==> src/rtl/cnn_pkg.sv <==
// Shared CNN types and constants: float word, state enum, NaN helper.
// Used by the softmax classifier and reusable by pooling layers.
package cnn_pkg;

  localparam int DATA_WIDTH  = 32;
  localparam int NUM_CLASSES = 10;
  localparam int IDX_W       = 4;

  typedef logic [DATA_WIDTH-1:0] float_t;

  localparam float_t     FLOAT_ZERO    = '0;
  localparam logic [7:0] FLOAT_EXP_MAX = 8'hFF;

  typedef enum logic [1:0] {
    IDLE,
    REQ,
    SCAN,
    DONE
  } state_t;

  function automatic logic is_nan(input float_t f);
    return (f[30:23] == FLOAT_EXP_MAX) && (f[22:0] != '0);
  endfunction

endpackage

==> src/rtl/softmax_classifier_float_greater.sv <==
// float_greater: gt = (a > b) in sign-magnitude order, +0 == -0.
// A NaN a never wins; any ordinary a beats a NaN b.
module float_greater
  import cnn_pkg::*;
(
  input  float_t a,
  input  float_t b,
  output logic   gt
);

  logic        w_a_nan;
  logic        w_b_nan;
  logic        w_zeros;
  logic [30:0] w_am;
  logic [30:0] w_bm;

  assign w_am    = a[30:0];
  assign w_bm    = b[30:0];
  assign w_a_nan = is_nan(a);
  assign w_b_nan = is_nan(b);
  assign w_zeros = (w_am == '0) && (w_bm == '0);

  // Prioritised compare; NaN checks dominate the ordering.
  always_comb begin
    gt = 1'b0;
    priority case (1'b1)
      w_a_nan:           gt = 1'b0;
      w_b_nan:           gt = 1'b1;
      w_zeros:           gt = 1'b0;
      (a[31] != b[31]):  gt = ~a[31];
      default:           gt = a[31] ? (w_am < w_bm) : (w_am > w_bm);
    endcase
  end

endmodule

==> config.mk <==
export PLATFORM = sky130hd
export DESIGN_NAME = float_greater
export DESIGN_NICKNAME = d
export VERILOG_FILES = /design/src/rtl/cnn_pkg.sv /design/src/rtl/softmax_classifier_float_greater.sv
export SDC_FILE = /design/constraint.sdc
export NUM_CORES = 1
export LEC_CHECK = 0
export BUFFER_PORTS_ARGS = -buffer_cell sky130_fd_sc_hd__buf_2
export CAP_MARGIN = 10
export CORE_MARGIN = 2
export CORE_UTILIZATION = 49
export DETAILED_ROUTE_END_ITERATION = 10
export GPL_TIMING_DRIVEN = 0
export PLACE_DENSITY_LB_ADDON = 0.15
export SLEW_MARGIN = 10
export SYNTH_ARGS = -nofsm -noshare
export SYNTH_HDL_FRONTEND = slang
export SYNTH_SLANG_ARGS = --single-unit
==> constraint.sdc <==
create_clock -name vclk -period 2.65
set_input_delay 0.1325 -clock vclk [all_inputs]
set_output_delay 0.1325 -clock vclk [all_outputs]
set_load 0.01 [all_outputs]
Word-level counts from Yosys, hierarchy flattened
Cells that the tools add are included.

word-level totals
  flip-flop bits (word level) = 0
  word-level logic and storage cells = 18

operators by class
  $lt $le $gt $ge = 2
  equal/unequal tests = 3
  mux-type cells = 5
  bitwise gates (word level) = 1
  reduce and logical (&&, ||, !) cells = 7

operators by type and width
  kind                number
  $logic_not 31->1    2
  $reduce_bool 23->1  2
  $gt 31x31->1        1
  $lt 31x31->1        1
  $eq 8x8->1 const B  2
  $mux 1              5
  $logic_and 1x1->1   3
  $ne 1x1->1          1
  $not 1->1           1

Logic depth before layout (Yosys ltp)
Gate-level depths: netlist of run 1.

  depth in word-level cells = 6
  gate-level depth with buffers = 8
  mapped depth without buffers = 8

Least setup slack after synthesis of run 1
OpenSTA, ideal clock, no wires.

  kind = input port to output port
  start point = in b[25]
  end point = out gt
  arrival = 1.568 ns
  required time = 2.518 ns
  slack = 0.949 ns
  stages on the path = 8
  cell sequence = inv_1 -> ha_1 -> nand4_1 -> nor4_1 -> a221oi_1 -> o21ai_0 -> nor2_1 -> o311ai_1

on the way
  cells in the longest elaborated chain, start to end = 6
  elaborated cells on any way between the ends = 11

RTL lines
  element                                              RTL line                                source
  start, declared                                      softmax_classifier_float_greater.sv:7   input float_t b,
  $gt 31x31->1 / $lt 31x31->1 (equally long branches)  softmax_classifier_float_greater.sv:31  default: gt = a[31] ? (w_am < w_bm) : (w_am > w_bm);
  $mux 1                                               softmax_classifier_float_greater.sv:31
  $mux 1 (2 in series)                                 softmax_classifier_float_greater.sv:26  priority case (1'b1)
  $mux 1 * (2 in series)                               softmax_classifier_float_greater.sv:26
  end, declared                                        softmax_classifier_float_greater.sv:8   output logic gt

Every way passes the cells marked *; elsewhere a longest branch is shown, timed or not.

Worst setup path after layout of run 1
Same ends and word-level chain as after synthesis.

==> impl_metrics.csv, run 1 <==
group,metric,value,unit
run,cap_violations,0,
power,ir_drop,0.0827,mV
critical_path,arrival,2.01,ns
finish,seq_area,0,µm²
yosys,yosys.cell_count.top_type,"inv_1",
yosys,ys_types,25,
sta,setup_tns,0,ns
critical_path,path_cells,"buf_2, inv_1, ha_1, nand4_1, nor4_1, a221oi_1, o21ai_0, nor2_1, o311ai_1, buf_2",
floorplanning,start_util,51.5,%
grt,track_usage,23.9,%
critical_path,critPathSlowestCell,"nor4_1",
critical_path,cpMostUsedCell,"buf_2",
yosys,synth_common_cells,"inv_1 (33), ha_1 (31), nor4_1 (13), nand4_1 (12), a21oi_1 (11)",
sta,fin_crit_sh,80.8,%
grt,antenna_found_initial,0,
critical_path,critPathMaxFanout,3,
critical_path,required,2.52,ns
floorplanning,die-area,0.00242,mm²
floorplanning,num_io_pins,65,
drt,remaining_drc_errors,0,
floorplanning,die_x,49.2,µm
floorplanning,die_y,49.2,µm
sta,worstMarginPinSlew,0.538,ns
drt,via_per_inst,5.44,
critical_path,crit_end,"gt",
drt,wl_per_cell,11.5,µm
hold_path,hp-class,"primary input to primary output",
yosys,synthesis.nets,239,
finish,syn2layout_area_growth,35.9,%
floorplanning,rows,16,
place,place_inst,236,
critical_path,cp-startpoint,"b[25]",
sta,hold_viol_final,0,
grt,grt_pass1_wl,4.91,mm
drt,ant_nets,0,
finish,finish.utilization,70.0,%
yosys,synthCells,144,
critical_path,critical_path_class,"primary input to primary output",
yosys,ys_warn_count,0,
cts,holdBufCountCts,0,
yosys,syn_area,0.00100,mm²
critical_path,start_kind,"primary input",
finish,diodes,0,
finish,clock_buffers,0,
drt,first_iter_violations,20,
drt,wirelength,2.71,mm
run_status,status,"finished, final reports clean",
cts,ctsResizeCount,0,
critical_path,crit_path_max_incr_delay,0.49,ns
sta,setup_viol,0,
place,gp_congestion,0.849,
floorplanning,core_area,0.00194,mm²
place,portBuffers,65,
critical_path,end_kind,"primary output",
finish,drive_gt1_share,32.5,%
place,hpwl,2.59,mm
power,p_per_area,132,mW/mm²
sta,min_period,2.14,ns
grt,first_global_vias,1231,
sta,drv_slew,0,
yosys,synth.avg_cell_area,6.95,µm²
sta,relSlewSlack,63.8,%
finish,seq_cell_count,0,
yosys,synthTopCellsByArea,"ha_1 (39%), inv_1 (12%), nor4_1 (8.1%), nand4_1 (7.5%), a21oi_1 (5.5%)",
cts,post_cts_buffers,0,
drt,vias,1285,
yosys,synth_top_area_share,38.8,%
finish,final_nets,306,
grt,grt_remaining_overflow,0,
grt,grt_start_max_net_pins,5,
sta,fmax,467,MHz
power,leakage,0.794,nW
finish,nFillCells,192,
yosys,ys_seq_area_share,0,%
drt,first_pass_iters,4,
finish,instances_no_fill,236,
yosys,synth_top_area_cell,"ha_1",
sta,rsz0062_at_grt,"false",
where the power goes:
| group | switching (mW) | internal [mW] |
|---|---|---|
| Clock | 0 | 0 |
| Sequential | 0 | 0 |
| Combinational | 0.0922 | 0.0872 |
kinds of logic (layout without fill, tap and decap cells):
logic type                 Yosys count  count (layout)  share of synthesized area (%)
buffers and inverters               33              98                           12.4
and+or+nand+nor                     54              54                           32.4
adders and majority gates           31              31                           38.7
AOI/OAI and AO/OA                   26              26                           16.5
critical path, delay by kind of cell:
family	cells	cell delay, ns
adder cells (fa/ha/maj)	1	0.30
AND/OR/NAND/NOR	3	0.69
AO/OA/AOI/OAI	3	0.55
buffers and inverters	3	0.33
metal layers:
| layer | share of wire [%] | vias to the layer above | wire, µm | GRT usage (%) |
|---|---|---|---|---|
| met5 | 0 | - | 0 | 0 |
| met4 | 0.52 | 0 | 14 | 2.38 |
| met3 | 6.9 | 2 | 187 | 2.45 |
| met2 | 43 | 50 | 1180 | 39.9 |
| met1 | 49 | 559 | 1330 | 34.1 |
| li1 | - | 674 | - | - |
cells in the final DEF (no fill, tap or decap), drive strengths merged, types with 2 or more instances in the layout:
cell and n:
buf 65, inv 33, ha 31, nor4 15, nand4 12, a21oi 11
nand2 9, nor2 5, o21ai 5, nor3 4, a221oi 3, nand3 2
a21o 2, a211oi 2
layout make-up:
cell class	instances	area [µm²]	share of cell area [%]
Multi-Input combinational cell	111	877	64.5
Inverter	33	124	9.11
Tap cell	27	33.8	2.48
Timing Repair Buffer	65	325	23.9
worst min path at each step:
| stage | from | slack (ns) | to | cells past startpoint |
|---|---|---|---|---|
| after global routing | a[31] | 0.59 | gt | 3 |
| after floorplan | a[31] | 0.40 | gt | 1 |
| final | a[31] | 0.58 | gt | 3 |
| after global placement | a[31] | 0.59 | gt | 3 |
| after CTS | a[31] | 0.58 | gt | 3 |
| after detailed placement | a[31] | 0.57 | gt | 3 |
metrics by stage:
step | worst slack, ns | hold slack [ns] | power (mW) | instance area (µm²)
after global routing | 0.374 | 0.588 | 0.209 | 1360
after floorplan | 0.949 | 0.402 | 0.0899 | 1000
after detailed placement | 0.525 | 0.575 | 0.179 | 1360
final | 0.510 | 0.579 | 0.179 | 1360
after global placement | 0.504 | 0.593 | 0.170 | 1360
after CTS | 0.521 | 0.578 | 0.180 | 1360
Power figures use the tool's default switching activity.
==> inputs of run 2 (changes only) <==
- ABC_AREA: default -> 1
- CORE_ASPECT_RATIO: default -> 0.6
- CORE_UTILIZATION: 49 -> 43
- clock period: 2.65 -> 1.9 ns (I/O delays scaled with it)
==> impl_metrics.csv, run 2 <==
group,metric,value,unit
floorplanning,rows,14,
floorplanning,die_y,44.5,µm
finish,syn2layout_area_growth,31.0,%
power,leakage,0.989,nW
yosys,ys_seq_area_share,0,%
drt,via_per_inst,4.63,
drt,remaining_drc_errors,0,
finish,nFillCells,271,
yosys,syn_area,0.00118,mm²
critical_path,cp-startpoint,"b[22]",
sta,fin_crit_sh,87.5,%
grt,busiest_layer,"met1",
floorplanning,core_area,0.00256,mm²
critical_path,arrival,1.57,ns
grt,grt_remaining_overflow,0,
sta,fmax,602,MHz
critical_path,critical_path_class,"primary input to primary output",
sta,drv_slew,0,
yosys,synthTopCellsByArea,"ha_1 (33%), nand2_1 (18%), inv_1 (15%), nor2_1 (7.3%), nand4_1 (6.4%)",
floorplanning,die_x,71.6,µm
yosys,synthCells,212,
drt,wl_per_cell,9.80,µm
grt,grt.met3_usage,0,%
power,p_per_area,189,mW/mm²
finish,layout_commonest_cell,"buf_2",
sta,setup_tns,0,ns
critical_path,end_kind,"primary output",
floorplanning,num_io_pins,65,
yosys,synth_top_area_cell,"ha_1",
cts,holdBufCountCts,0,
yosys,synthesis.nets,307,
sta,rsz0062_at_grt,"false",
critical_path,critPathMaxFanout,3,
sta,relSlewSlack,78.8,%
critical_path,crit_end,"gt",
drt,wirelength,3.03,mm
power,ir_drop,0.0871,mV
grt,grt_start_max_net_pins,4,
grt,grt_pass1_wl,5.00,mm
critical_path,required,1.80,ns
hold_path,hp-class,"primary input to primary output",
finish,final_nets,374,
cts,ctsResizeCount,0,
floorplanning,die-area,0.00319,mm²
finish,diodes,0,
grt,grtUsageMet2,30.4,%
drt,first_pass_iters,6,
yosys,synth_top_area_share,32.9,%
grt,globalRouteMet1Util,30.5,%
drt,ant_nets,0,
grt,track_usage,19.1,%
drt,first_iter_violations,76,
grt,antenna_found_initial,0,
sta,worstMarginPinSlew,0.315,ns
grt,first_global_vias,1211,
cts,post_cts_buffers,0,
finish,seq_cell_count,0,
yosys,synth_common_cells,"nand2_1 (57), inv_1 (48), ha_1 (31), nor2_1 (23), nand4_1 (12)",
finish,final_cell_mix,"buf_2 (65), nand2_1 (57), inv_1 (48)",
finish,clock_buffers,0,
sta,setup_viol,0,
sta,hold_slack,0.564,ns
place,hpwl,2.86,mm
place,portBuffers,65,
run_status,status,"finished, final reports clean",
floorplanning,start_util,46.0,%
drt,vias,1431,
finish,drive_gt1_share,26.4,%
yosys,ys_warn_count,0,
place,gp_congestion,0.849,
yosys,ys_types,17,
sta,hold_viol_final,0,
critical_path,start_kind,"primary input",
yosys,yosys.cell_count.top_type,"nand2_1",
sta,min_period,1.66,ns
yosys,synth.avg_cell_area,5.55,µm²
finish,seq_area,0,µm²
run,cap_violations,0,
==> run 2: cell families (layout without fill, tap and decap cells) <==
logic type / after synthesis / in the layout / share of synthesized area (%)
AOI/OAI and AO/OA: 14 / 14 / 6.69
adders and majority gates: 31 / 31 / 32.9
buffers and inverters: 49 / 114 / 15.6
and+or+nand+nor: 118 / 118 / 44.7
==> run 2: report_power, final <==
part / leakage [nW] / switching [mW] / internal [mW]
registers: 0 / 0 / 0
logic: 0.989 / 0.158 / 0.134
clock network: 0 / 0 / 0
==> run 2: worst min path at each step <==
stage	startpoint	end	slack (ns)	cells past startpoint
2_1_floorplan	b[24]	gt	0.34	2
6_report	a[31]	gt	0.56	5
3_3_place_gp	a[31]	gt	0.56	5
4_1_cts	a[31]	gt	0.57	5
3_5_place_dp	a[31]	gt	0.57	5
5_1_grt	a[31]	gt	0.58	5
==> run 2: cell type report <==
| cell class | instances | area [µm²] | area share [%] |
|---|---|---|---|
| inverter | 49 | 184 | 11.9 |
| multi-input combinational | 163 | 993 | 64.4 |
| tap | 32 | 40.0 | 2.60 |
| timing repair buffer | 65 | 325 | 21.1 |
==> run 2: per-layer routing <==
metal / up-vias / wire length [µm]
li1: 811 / -
met1: 575 / 1690
met2: 45 / 1130
met3: 0 / 203
met4: 0 / 0
met5: - / 0
==> run 2: critical path, cell delays in order <==
cell and delay, ns:
buf_2 0.10, inv_1 0.04, ha_1 0.30, a21o_1 0.18, nor2_1 0.12, nand2_1 0.07, a21oi_1 0.16, nand2_2 0.07
a21oi_1 0.11, nand2_1 0.08, a21oi_2 0.11, buf_2 0.13
==> run 2: stage by stage <==
stage	cells	worst slack, ns	power (mW)	instance area, µm²	util [%]
floorplan	212	0.541	0.167	1180	-
global placement	309	0.251	0.286	1540	60.3
detailed placement	309	0.236	0.291	1540	60.3
CTS	309	0.229	0.293	1540	60.3
global route	309	0.0769	0.339	1540	60.3
finish	309	0.238	0.291	1540	60.3
